==> src/rtl/mbldcm_pkg.sv <==
`default_nettype none
// ============================================================================
// Module      : mbldcm_pkg
// Description : Shared constants and helpers for the BLDC start-up sequencer.
// Revision    : 1.0 - initial release
// ============================================================================
package mbldcm_pkg;

  localparam logic [1:0] c_ADDR_FREQ    = 2'd0;
  localparam logic [1:0] c_ADDR_PWM_CMP = 2'd1;
  localparam logic [1:0] c_ADDR_CTRL    = 2'd2;
  localparam logic [1:0] c_ADDR_STATUS  = 2'd3;

  localparam int c_CTRL_ENABLE    = 0;
  localparam int c_CTRL_PHASE_LSB = 2;
  localparam int c_CTRL_W_PHASE   = 5;
  localparam int c_CTRL_DIV_LSB   = 6;
  localparam int c_CTRL_TOP_LSB   = 12;

  localparam logic [1:0] c_RESP_OK = 2'b00;

  localparam logic [2:0] c_ST_IDLE  = 3'd0;
  localparam logic [2:0] c_ST_ALIGN = 3'd1;
  localparam logic [2:0] c_ST_RAMP  = 3'd2;
  localparam logic [2:0] c_ST_RUN   = 3'd3;
  localparam logic [2:0] c_ST_STOP  = 3'd4;
  localparam logic [2:0] c_ST_ERROR = 3'd5;

  typedef struct packed {
    logic [1:0]  addr;
    logic [31:0] data;
  } busOp_t;

  function automatic busOp_t busOp(input logic [1:0] addr, input logic [31:0] data);
    busOp_t op;
    op.addr = addr;
    op.data = data;
    return op;
  endfunction

  function automatic logic [31:0] ctrlWord(input logic [15:0] top, input logic [5:0] div,
                                           input logic wPhase, input logic [2:0] phase,
                                           input logic enable);
    logic [31:0] word;
    word                          = '0;
    word[c_CTRL_ENABLE]           = enable;
    word[c_CTRL_PHASE_LSB +: 3]   = phase;
    word[c_CTRL_W_PHASE]          = wPhase;
    word[c_CTRL_DIV_LSB +: 6]     = div;
    word[c_CTRL_TOP_LSB +: 16]    = top;
    return word;
  endfunction

  // States in which a stop request forces the orderly shutdown path.
  function automatic logic isActive(input logic [2:0] state);
    return (state == c_ST_ALIGN) || (state == c_ST_RAMP) || (state == c_ST_RUN);
  endfunction

endpackage
`default_nettype wire

==> src/rtl/mbldcm_seq_timer.sv <==
`default_nettype none
// ============================================================================
// Module      : mbldcm_seq_timer
// Description : Loadable down-counter with expire pulse for align/dwell timing.
// Revision    : 1.0 - initial release
// ============================================================================
module mbldcm_seq_timer #(
  parameter int pTimerWidth = 24
) (
  input  logic                   iClock,
  input  logic                   iReset_n,
  input  logic                   iLoad,
  input  logic [pTimerWidth-1:0] iValue,
  output logic                   oExpire,
  output logic                   oIdle
);

  localparam logic [pTimerWidth-1:0] c_ONE = {{(pTimerWidth-1){1'b0}}, 1'b1};

  logic [pTimerWidth-1:0] r_count;

  always_ff @(posedge iClock or negedge iReset_n) begin
    if (!iReset_n) begin
      r_count <= '0;
    end else if (iLoad) begin
      r_count <= iValue;
    end else if (r_count != '0) begin
      r_count <= r_count - c_ONE;
    end
  end

  // Expire fires in the last counted cycle so the caller can act on the Nth clock.
  assign oExpire = (r_count == c_ONE);
  assign oIdle   = (r_count == '0);

endmodule
`default_nettype wire

==> src/rtl/mbldcm_ramp_seq.sv <==
`default_nettype none
// ============================================================================
// Module      : mbldcm_ramp_seq
// Description : Open-loop BLDC start-up sequencer (align, ramp, run) as bus master.
// Revision    : 1.0 - initial release
// ============================================================================
module mbldcm_ramp_seq
  import mbldcm_pkg::*;
#(
  parameter logic [2:0]  pAlignPhase = 3'd3,
  parameter logic [15:0] pPwmTop     = 16'hFFFF,
  parameter logic [5:0]  pPwmDiv     = 6'd0,
  parameter int          pTimerWidth = 24
) (
  input  logic                   iClock,
  input  logic                   iReset_n,
  input  logic                   iStart,
  input  logic                   iStop,
  input  logic                   iClear,
  input  logic [31:0]            iStartPeriod,
  input  logic [31:0]            iTargetPeriod,
  input  logic [31:0]            iRampStep,
  input  logic [pTimerWidth-1:0] iDwell,
  input  logic [pTimerWidth-1:0] iAlignTime,
  input  logic [31:0]            iAlignDuty,
  input  logic [31:0]            iRunDuty,
  output logic [1:0]             oAddr,
  output logic                   oWrite,
  output logic [31:0]            oWdata,
  input  logic [1:0]             iResp,
  output logic                   oBusy,
  output logic                   oRunning,
  output logic                   oError
);

  logic [2:0]  r_state;
  logic [1:0]  r_step;
  logic [31:0] r_cur;
  logic        r_stopReq;
  logic        r_gap;

  logic [2:0]             w_nextState;
  logic [1:0]             w_nextStep;
  logic                   w_issue;
  busOp_t                 w_op;
  logic                   w_timerLoad;
  logic [pTimerWidth-1:0] w_timerValue;
  logic                   w_timerExpire;
  logic                   w_timerIdle;
  logic                   w_timerDone;
  logic                   w_curLoad;
  logic [31:0]            w_curValue;
  logic                   w_respErr;
  logic                   w_free;
  logic [31:0]            w_rampDiff;
  logic                   w_rampDone;

  mbldcm_seq_timer #(
    .pTimerWidth(pTimerWidth)
  ) u_timer (
    .iClock  (iClock),
    .iReset_n(iReset_n),
    .iLoad   (w_timerLoad),
    .iValue  (w_timerValue),
    .oExpire (w_timerExpire),
    .oIdle   (w_timerIdle)
  );

  // r_step names the next action inside a state; a write advances it at issue time.
  always_comb begin
    w_respErr    = r_gap && (iResp != c_RESP_OK) && (r_state != c_ST_ERROR);
    w_free       = !oWrite && !w_respErr;
    w_timerDone  = w_timerExpire || w_timerIdle;
    w_rampDiff   = r_cur - iTargetPeriod;
    w_rampDone   = (r_cur <= iTargetPeriod) || (w_rampDiff <= iRampStep);
    w_nextState  = r_state;
    w_nextStep   = r_step;
    w_issue      = 1'b0;
    w_op         = '0;
    w_timerLoad  = 1'b0;
    w_timerValue = iDwell;
    w_curLoad    = 1'b0;
    w_curValue   = r_cur;

    if (w_respErr) begin
      w_nextState = c_ST_ERROR;
      w_nextStep  = 2'd0;
    end else if (w_free) begin
      if (isActive(r_state) && (r_stopReq || iStop)) begin
        w_nextState = c_ST_STOP;
        w_nextStep  = 2'd0;
      end else begin
        case (r_state)
          c_ST_IDLE: begin
            if (iStart && !iStop) begin
              w_nextState = c_ST_ALIGN;
              w_nextStep  = 2'd0;
            end
          end
          c_ST_ALIGN: begin
            case (r_step)
              2'd0: begin
                w_issue    = 1'b1;
                w_op       = busOp(c_ADDR_PWM_CMP, iAlignDuty);
                w_nextStep = 2'd1;
              end
              2'd1: begin
                w_issue      = 1'b1;
                w_op         = busOp(c_ADDR_CTRL, ctrlWord(pPwmTop, pPwmDiv, 1'b1, pAlignPhase, 1'b1));
                w_timerLoad  = 1'b1;
                w_timerValue = iAlignTime;
                w_nextStep   = 2'd2;
              end
              default: begin
                if (w_timerDone) begin
                  w_nextState = c_ST_RAMP;
                  w_nextStep  = 2'd0;
                end
              end
            endcase
          end
          c_ST_RAMP: begin
            case (r_step)
              2'd0: begin
                w_issue    = 1'b1;
                w_op       = busOp(c_ADDR_FREQ, iStartPeriod);
                w_curLoad  = 1'b1;
                w_curValue = iStartPeriod;
                w_nextStep = 2'd1;
              end
              2'd1: begin
                w_issue     = 1'b1;
                w_op        = busOp(c_ADDR_CTRL, ctrlWord(pPwmTop, pPwmDiv, 1'b0, pAlignPhase, 1'b1));
                w_timerLoad = 1'b1;
                w_nextStep  = 2'd2;
              end
              default: begin
                if (w_timerDone) begin
                  w_issue   = 1'b1;
                  w_curLoad = 1'b1;
                  if (w_rampDone) begin
                    // The final FREQ write doubles as the first write of RUN.
                    w_curValue  = iTargetPeriod;
                    w_op        = busOp(c_ADDR_FREQ, iTargetPeriod);
                    w_nextState = c_ST_RUN;
                    w_nextStep  = 2'd1;
                  end else begin
                    w_curValue  = r_cur - iRampStep;
                    w_op        = busOp(c_ADDR_FREQ, r_cur - iRampStep);
                    w_timerLoad = 1'b1;
                  end
                end
              end
            endcase
          end
          c_ST_RUN: begin
            case (r_step)
              2'd1: begin
                w_issue    = 1'b1;
                w_op       = busOp(c_ADDR_PWM_CMP, iRunDuty);
                w_nextStep = 2'd2;
              end
              default: w_nextStep = 2'd3;
            endcase
          end
          c_ST_STOP: begin
            case (r_step)
              2'd0: begin
                w_issue    = 1'b1;
                w_op       = busOp(c_ADDR_PWM_CMP, 32'd0);
                w_nextStep = 2'd1;
              end
              2'd1: begin
                w_issue    = 1'b1;
                w_op       = busOp(c_ADDR_CTRL, 32'd0);
                w_nextStep = 2'd2;
              end
              default: begin
                w_nextState = c_ST_IDLE;
                w_nextStep  = 2'd0;
              end
            endcase
          end
          c_ST_ERROR: begin
            if (r_step == 2'd0) begin
              w_issue    = 1'b1;
              w_op       = busOp(c_ADDR_CTRL, 32'd0);
              w_nextStep = 2'd1;
            end else if (iClear) begin
              w_nextState = c_ST_IDLE;
              w_nextStep  = 2'd0;
            end
          end
          default: begin
            w_nextState = c_ST_IDLE;
            w_nextStep  = 2'd0;
          end
        endcase
      end
    end
  end

  always_ff @(posedge iClock or negedge iReset_n) begin
    if (!iReset_n) begin
      r_state   <= c_ST_IDLE;
      r_step    <= 2'd0;
      r_cur     <= '0;
      r_stopReq <= 1'b0;
      r_gap     <= 1'b0;
      oAddr     <= '0;
      oWrite    <= 1'b0;
      oWdata    <= '0;
      oRunning  <= 1'b0;
    end else begin
      r_state   <= w_nextState;
      r_step    <= w_nextStep;
      r_gap     <= oWrite;
      oWrite    <= w_issue;
      if (w_issue) begin
        oAddr  <= w_op.addr;
        oWdata <= w_op.data;
      end
      if (w_curLoad) begin
        r_cur <= w_curValue;
      end
      r_stopReq <= isActive(w_nextState) && (r_stopReq || (iStop && isActive(r_state)));
      oRunning  <= (w_nextState == c_ST_RUN) && (w_nextStep == 2'd3);
    end
  end

  assign oBusy  = (r_state != c_ST_IDLE) && (r_state != c_ST_ERROR);
  assign oError = (r_state == c_ST_ERROR);

endmodule
`default_nettype wire

==> config.mk <==
export PLATFORM = sky130hd
export DESIGN_NAME = mbldcm_ramp_seq
export DESIGN_NICKNAME = d
export VERILOG_FILES = /design/src/rtl/mbldcm_pkg.sv /design/src/rtl/mbldcm_seq_timer.sv /design/src/rtl/mbldcm_ramp_seq.sv
export SDC_FILE = /design/constraint.sdc
export NUM_CORES = 1
export LEC_CHECK = 0
export ABC_AREA = 0
export CAP_MARGIN = 20
export CORE_UTILIZATION = 46
export CTS_CLUSTER_SIZE = 30
export DETAILED_ROUTE_END_ITERATION = 10
export PLACE_DENSITY = 0.78
export SLEW_MARGIN = 20
export SYNTH_ARGS = -nofsm -noshare
export SYNTH_HDL_FRONTEND = slang
export SYNTH_SLANG_ARGS = --single-unit
==> constraint.sdc <==
create_clock -name iClock -period 5.1 [get_ports iClock]
set_input_delay 1.02 -clock iClock [delete_from_list [all_inputs] [get_ports iClock]]
set_output_delay 1.02 -clock iClock [all_outputs]
set_load 0.05 [all_outputs]
==> results.cfg, run 1 <==
[cells_and_area]
areaGrowthSynthToFinish_pct = 57.0
fill_cells = 1526
fin_cells = 2001
nNetsFinal = 2029
fin_area_mm2 = 0.0161
layout-drive-gt1-share_pct = 24.1

[timing]
skew_ns = 0.0101
rsz0062_at_grt = true
clock.fmax_mhz = 186
final-hold-violation-count = 0
setup-violations-final = 91
slew_headroom_pct = 31.0
tightestPinTransition_ns = 1.04
worst_slack_ns = -0.286
finalCritPeriodShare_pct = 106
maxSlewViolCount = 0
final.min_clock_period_ns = 5.39

[yosys]
synth_top_area_share_pct = 24.1
synthesis.area_mm2 = 0.0103
synth-edff-count = 0
avgSynthCellArea_um2 = 7.71
yosysWarnings = 0
synth_top_flop_cell = dfrtp_1
netlist_instances = 1332
async_flop_share_pct = 100
synth_area_leaders = dfrtp_1, ha_1, a21oi_1
yosysTopAreaCell = dfrtp_1
syn_nets = 1646
synth_seq_area_share_pct = 24.1
synthTopCellsByCount = nor2_1, a21oi_1, dfrtp_1
synth-seq-cells = 99
synth_most_common_cell = nor2_1
ys_types = 70

[cts]
h-tree-depth = 3
clock_latency_ns = 0.35
cts_tree = done
cts_root_buf = clkbuf_16
clk_pin_slew_ns = 0.08
cts_max_path_buffers = 2
clock_sinks = 99
cts_buffers = 9

[worst_setup_path]
critPathKind = in2reg
cp-start-kind = primary input
cp.buffers_inverters = 7
cp-end-kind = register
cpMostUsedCell = buf_4
critPathMaxStageDelay_ns = 0.32
path_delay_family = compound AO/OA/AOI/OAI gates
crit_arrival_ns = 5.58
crit_fanout = 6
cp_slowest_cell = ha_1
cp.required_ns = 5.30

[routing]
wire_per_inst_um = 21.3
first_pass_iters = 5
vias = 12182
antenna_left = 0
wirelength_um = 42700
via_per_inst = 6.09
drcViolationCount = 0
drtIter0Drc = 1097

[placement]
gp_congestion = 0.996
placed_cells = 1945
placed_cell_area_mm2 = 0.0140
dp_hpwl_um = 30900
io_buffer_count = 252

[floorplan]
ios = 253
num_rows = 54
fp.dieW_um = 151
die-area_mm2 = 0.0229
core_area_mm2 = 0.0218
die_height_um = 151
start_util_pct = 47.0

[global_route]
grt_pass1_wl_um = 61500
grt_overflow_total = 0
grt_max_degree = 74
antenna_found_initial = 1
grt_usage_pct = 35.6
first_global_vias = 11310

[pwr]
power_density_mw_per_mm2 = 312
total_leakage_power_nw = 7.28
irDropWorstVdd_mv = 0.336

[worst_hold_path]
worstHoldPathType = reg2reg

[run]
maxCapViolations = 0

[run_status]
status = finished, violations left
violations = negative setup slack
[sequential cells by signal (all words and copies together), names as in the netlist]
| register | cells |
|---|---|
| r_stopReq | 1 |
| r_step | 2 |
| r_cur | 32 |
| u_timer.r_count | 24 |
| r_state | 3 |
| oWdata | 32 |
| oAddr | 2 |
| oWrite | 1 |
| oRunning | 1 |
| r_gap | 1 |
[worst register-to-register path, delay by kind of cell (launching register included)]
family	cells	cell delay, ns
AO/OA/AOI/OAI	10	2.07
buffers and inverters	7	1.09
adder cells (fa/ha/maj)	3	0.69
flip-flops	1	0.39
AND/OR/NAND/NOR	4	0.38
multiplexers	1	0.29
XOR/XNOR	1	0.10
[where the power goes]
group / internal (mW) / total, mW / switching (mW)
logic: 1.16 / 3.02 / 1.86
clock network: 0.391 / 0.745 / 0.354
registers: 1.01 / 1.27 / 0.262
total: 2.56 / 5.03 / 2.47
[stage by stage]
stage / hold slack [ns] / util [%] / setup slack [ns] / setup TNS [ns] / total power, mW
floorplan: 0.450 / - / -0.00148 / -0.00148 / 2.96
global placement: 0.468 / 64.4 / -0.949 / -73.92 / 3.79
detailed placement: 0.478 / 64.4 / -1.05 / -83.43 / 3.84
CTS: 0.496 / 70.1 / -0.273 / -14.90 / 4.70
global route: 0.508 / 73.8 / -0.449 / -29.83 / 5.25
finish: 0.490 / 73.8 / -0.286 / -15.61 / 5.03
[layer usage]
layer	vias to the layer above	wire [µm]	global-route usage, %
li1	5595	-	-
met1	5735	16900	47.2
met2	709	19100	56.0
met3	143	4760	7.86
met4	0	1940	13.9
met5	-	0	0
[path summary, 6_finish.rpt]
kind | to | slack, ns | from | depth (start not counted)
min in group asynchronous | oAddr[0]$_DFFE_PN0P_ | 0.84 | iReset_n | 1
worst min-delay path | r_gap$_DFF_PN0_ | 0.49 | oWrite$_DFF_PN0_ | 0
worst min register to register | r_gap$_DFF_PN0_ | 0.49 | oWrite$_DFF_PN0_ | 0
worst max-delay path | r_cur[6]$_DFFE_PN0P_ | -0.29 | iTargetPeriod[0] | 26
worst max register to register | r_cur[6]$_DFFE_PN0P_ | -0.08 | r_cur[0]$_DFFE_PN0P_ | 26
max in group asynchronous | r_stopReq$_DFF_PN0_ | 3.33 | iReset_n | 2
[cell type report]
cell class / count / area (µm²) / share of cell area, %
Antenna cell: 1 / 2.50 / 0.0155
Clock buffer: 9 / 225 / 1.40
Clock inverter: 7 / 83.8 / 0.520
Inverter: 93 / 362 / 2.24
Multi-Input combinational cell: 1079 / 8480 / 52.6
Sequential cell: 99 / 2480 / 15.4
Tap cell: 280 / 350 / 2.17
Timing Repair Buffer: 433 / 4140 / 25.7
[timing repair]
item / CTS / global route
pin swaps: 59 / 67
gates resized for setup: 192 / 167
gates cloned: 5 / 3
setup buffers: 20 / 14
setup endpoints to repair: 93 / 93
hold buffers: 0 / 0
[placed cells by master, fill, tap and decap left out, types with 10 or more instances in the layout]
cell type | Yosys | layout
a211oi_1 | 28 | 12
a211oi_2 | 0 | 14
a21o_1 | 40 | 40
a21oi_1 | 147 | 106
a21oi_2 | 1 | 35
a221o_1 | 14 | 14
a22oi_1 | 13 | 13
a31oi_1 | 15 | 13
and3_1 | 10 | 10
buf_4 | 4 | 150
buf_6 | 4 | 18
clkbuf_16 | 0 | 12
clkdlybuf4s50_1 | 0 | 230
dfrtp_1 | 99 | 99
ha_1 | 97 | 80
ha_4 | 0 | 17
inv_1 | 91 | 82
mux2i_1 | 48 | 27
mux2i_4 | 0 | 21
nand2_1 | 95 | 86
nand2b_1 | 12 | 12
nand3_1 | 26 | 18
nand4_1 | 18 | 18
nor2_1 | 157 | 139
nor2_4 | 0 | 10
nor2b_1 | 17 | 15
nor3_1 | 32 | 28
o21a_1 | 12 | 12
o21ai_0 | 91 | 45
o21ai_1 | 3 | 39
xnor2_1 | 40 | 39
xor2_1 | 35 | 35
[cells by family after synthesis]
kind of cell | Yosys count | share of synthesized area, %
flops | 99 | 24.1
compound gates | 450 | 27.9
mux | 49 | 4.79
buf+inv | 154 | 6.19
xor+xnor | 75 | 6.40
fa+ha+maj | 99 | 12.2
simple gates | 406 | 18.4
Note: power is estimated with default switching activity, not from simulation.
==> run 2: changes to the inputs <==
--- a/config.mk
+++ b/config.mk
@@ -7,10 +7,11 @@
 export LEC_CHECK = 0
 export ABC_AREA = 0
 export CAP_MARGIN = 20
-export CORE_UTILIZATION = 46
+export CORE_UTILIZATION = 60
 export CTS_CLUSTER_SIZE = 30
 export DETAILED_ROUTE_END_ITERATION = 10
-export PLACE_DENSITY = 0.78
+export DONT_BUFFER_PORTS = 1
+export PLACE_DENSITY = 0.79
 export SLEW_MARGIN = 20
 export SYNTH_ARGS = -nofsm -noshare
 export SYNTH_HDL_FRONTEND = slang
==> results.cfg, run 2 (same netlist as run 1, synthesis figures left out) <==
[timing]
clock.fmax_mhz = 192
tightestPinTransition_ns = 1.10
final-hold-violation-count = 0
skew_ns = 0.0124
maxSlewViolCount = 0
rsz0062_at_grt = true
timing.hold.ws_ns = 0.362
slew_headroom_pct = 26.9
final.min_clock_period_ns = 5.20
setup-violations-final = 27
finalCritPeriodShare_pct = 102
worst_slack_ns = -0.0965

[pwr]
pwr-share-comb_pct = 45.1
irDropWorstVdd_mv = 0.449
power_density_mw_per_mm2 = 349
seq_power_share_pct = 38.3
total_leakage_power_nw = 5.83
swShare_pct = 50.5
internal_power_mw = 2.15
p_clk_share_pct = 16.6
p_sw_mw = 2.20

[cts]
cts_max_path_buffers = 2
clk_pin_slew_ns = 0.07
cts_hold_buf = 0
h-tree-depth = 3
cts_tree = done
cts_root_buf = clkbuf_16
cts_buffers = 9
clock_latency_ns = 0.35
clock_sinks = 99

[global_route]
grt_overflow_total = 0
grt_max_degree = 100
antenna_found_initial = 0
grt_usage_pct = 38.8
first_global_vias = 9911
grt_pass1_wl_um = 53400

[placement]
gp_congestion = 0.974
pre_cts_ws_ns = -0.694
io_buffer_count = 0
dp_hpwl_um = 27100

[routing]
met1Wirelength_um = 14400
via_per_inst = 6.69
top_layer_used = met4
drtIter0Drc = 1031
drcViolationCount = 0
wl_met3_um = 3790
antenna_left = 0
wl_met2_um = 16600
wire_per_inst_um = 22.5
wirelength_um = 36600
vias = 10892
first_pass_iters = 6

[worst_setup_path]
critPathMaxStageDelay_ns = 0.41
cp_slowest_cell = a2111oi_4
cp-start-kind = primary input
cp-end-kind = register
crit_fanout = 6
critPathKind = in2reg
cp.required_ns = 5.32
crit_arrival_ns = 5.41

[floorplan]
ios = 253
num_rows = 47
fp.dieW_um = 133
die-area_mm2 = 0.0176
die_height_um = 133
start_util_pct = 61.7
core_area_mm2 = 0.0166

[cells_and_area]
layout-drive-gt1-share_pct = 19.7
final_common_cell = nor2_1
top_regs = oWdata x32, r_cur x32, u_timer.r_count x24
num_antenna_cells = 0
nNetsFinal = 1717
final_cell_mix = nor2_1, a21oi_1, dfrtp_1
areaGrowthSynthToFinish_pct = 21.3

[run_status]
violations = negative setup slack
status = finished, violations left

[run]
maxCapViolations = 0

[worst_hold_path]
worstHoldPathType = in2async
run 2: final timing paths:
| kind | from | end | slack [ns] | depth (start not counted) |
|---|---|---|---|---|
| setup / recovery | iTargetPeriod[1] | oWdata[4]$_DFFE_PN0P_ | -0.1 | 25 |
| hold / removal | iReset_n | oWdata[2]$_DFFE_PN0P_ | 0.36 | 0 |
| setup reg to reg | r_cur[0]$_DFFE_PN0P_ | oWdata[4]$_DFFE_PN0P_ | 0.07 | 27 |
| hold reg to reg | r_cur[0]$_DFFE_PN0P_ | r_cur[0]$_DFFE_PN0P_ | 0.50 | 2 |
| max in group asynchronous | iReset_n | u_timer.r_count[13]$_DFFE_PN0P_ | 4.60 | 0 |
| min in group iClock | r_cur[0]$_DFFE_PN0P_ | r_cur[0]$_DFFE_PN0P_ | 0.50 | 2 |
run 2: stage by stage:
step / total power, mW / instance area, µm² / cells / TNS, ns / utilization [%]
floorplan: 2.96 / 10400 / 1332 / -0.00148 / -
global placement: 3.31 / 11100 / 1586 / -40.98 / 66.6
detailed placement: 3.35 / 11100 / 1586 / -43.59 / 66.6
CTS: 4.09 / 11600 / 1611 / -0.124 / 69.7
global route: 4.57 / 12500 / 1628 / -12.83 / 74.8
finish: 4.35 / 12500 / 1628 / -0.818 / 74.8
run 2: routing by layer:
| layer | vias to the layer above | global-route usage (%) |
|---|---|---|
| met4 | 0 | 17.4 |
| li1 | 4971 | - |
| met1 | 5083 | 51.9 |
| met5 | - | 0 |
| met3 | 133 | 6.74 |
| met2 | 705 | 61.2 |
run 2: area by class of cell:
class                           count  area (µm²)
Sequential cell                    99        2480
Timing Repair Buffer              117         997
Tap cell                          220         275
Clock inverter                      5        60.1
Clock buffer                       11         253
Fill cell                        1219        4190
Inverter                           93         362
Multi-Input combinational cell   1083        8030
run 2: what timing repair did:
action | in CTS | in global routing
resized for setup | 30 | 162
setup endpoints to repair | 77 | 93
pin swaps | 13 | 36
cloned | 1 | 5
setup buffers | 8 | 15
run 2: critical path, delay by kind of cell:
kind,cells,cell delay [ns]
XOR/XNOR,1,0.14
multiplexers,1,0.25
AO/OA/AOI/OAI,14,2.60
buffers and inverters,4,0.54
adder cells (fa/ha/maj),2,0.46
AND/OR/NAND/NOR,3,0.38
run 2: power groups by stage:
stage                     sequential, mW  combinational [mW]  clock [mW]
after floorplan                     1.52                1.44           0
after global placement              1.65                1.65           0
after detailed placement            1.66                1.70           0
after CTS                           1.65                1.72       0.722
after global routing                1.69                2.13       0.753
final                               1.66                1.96       0.722
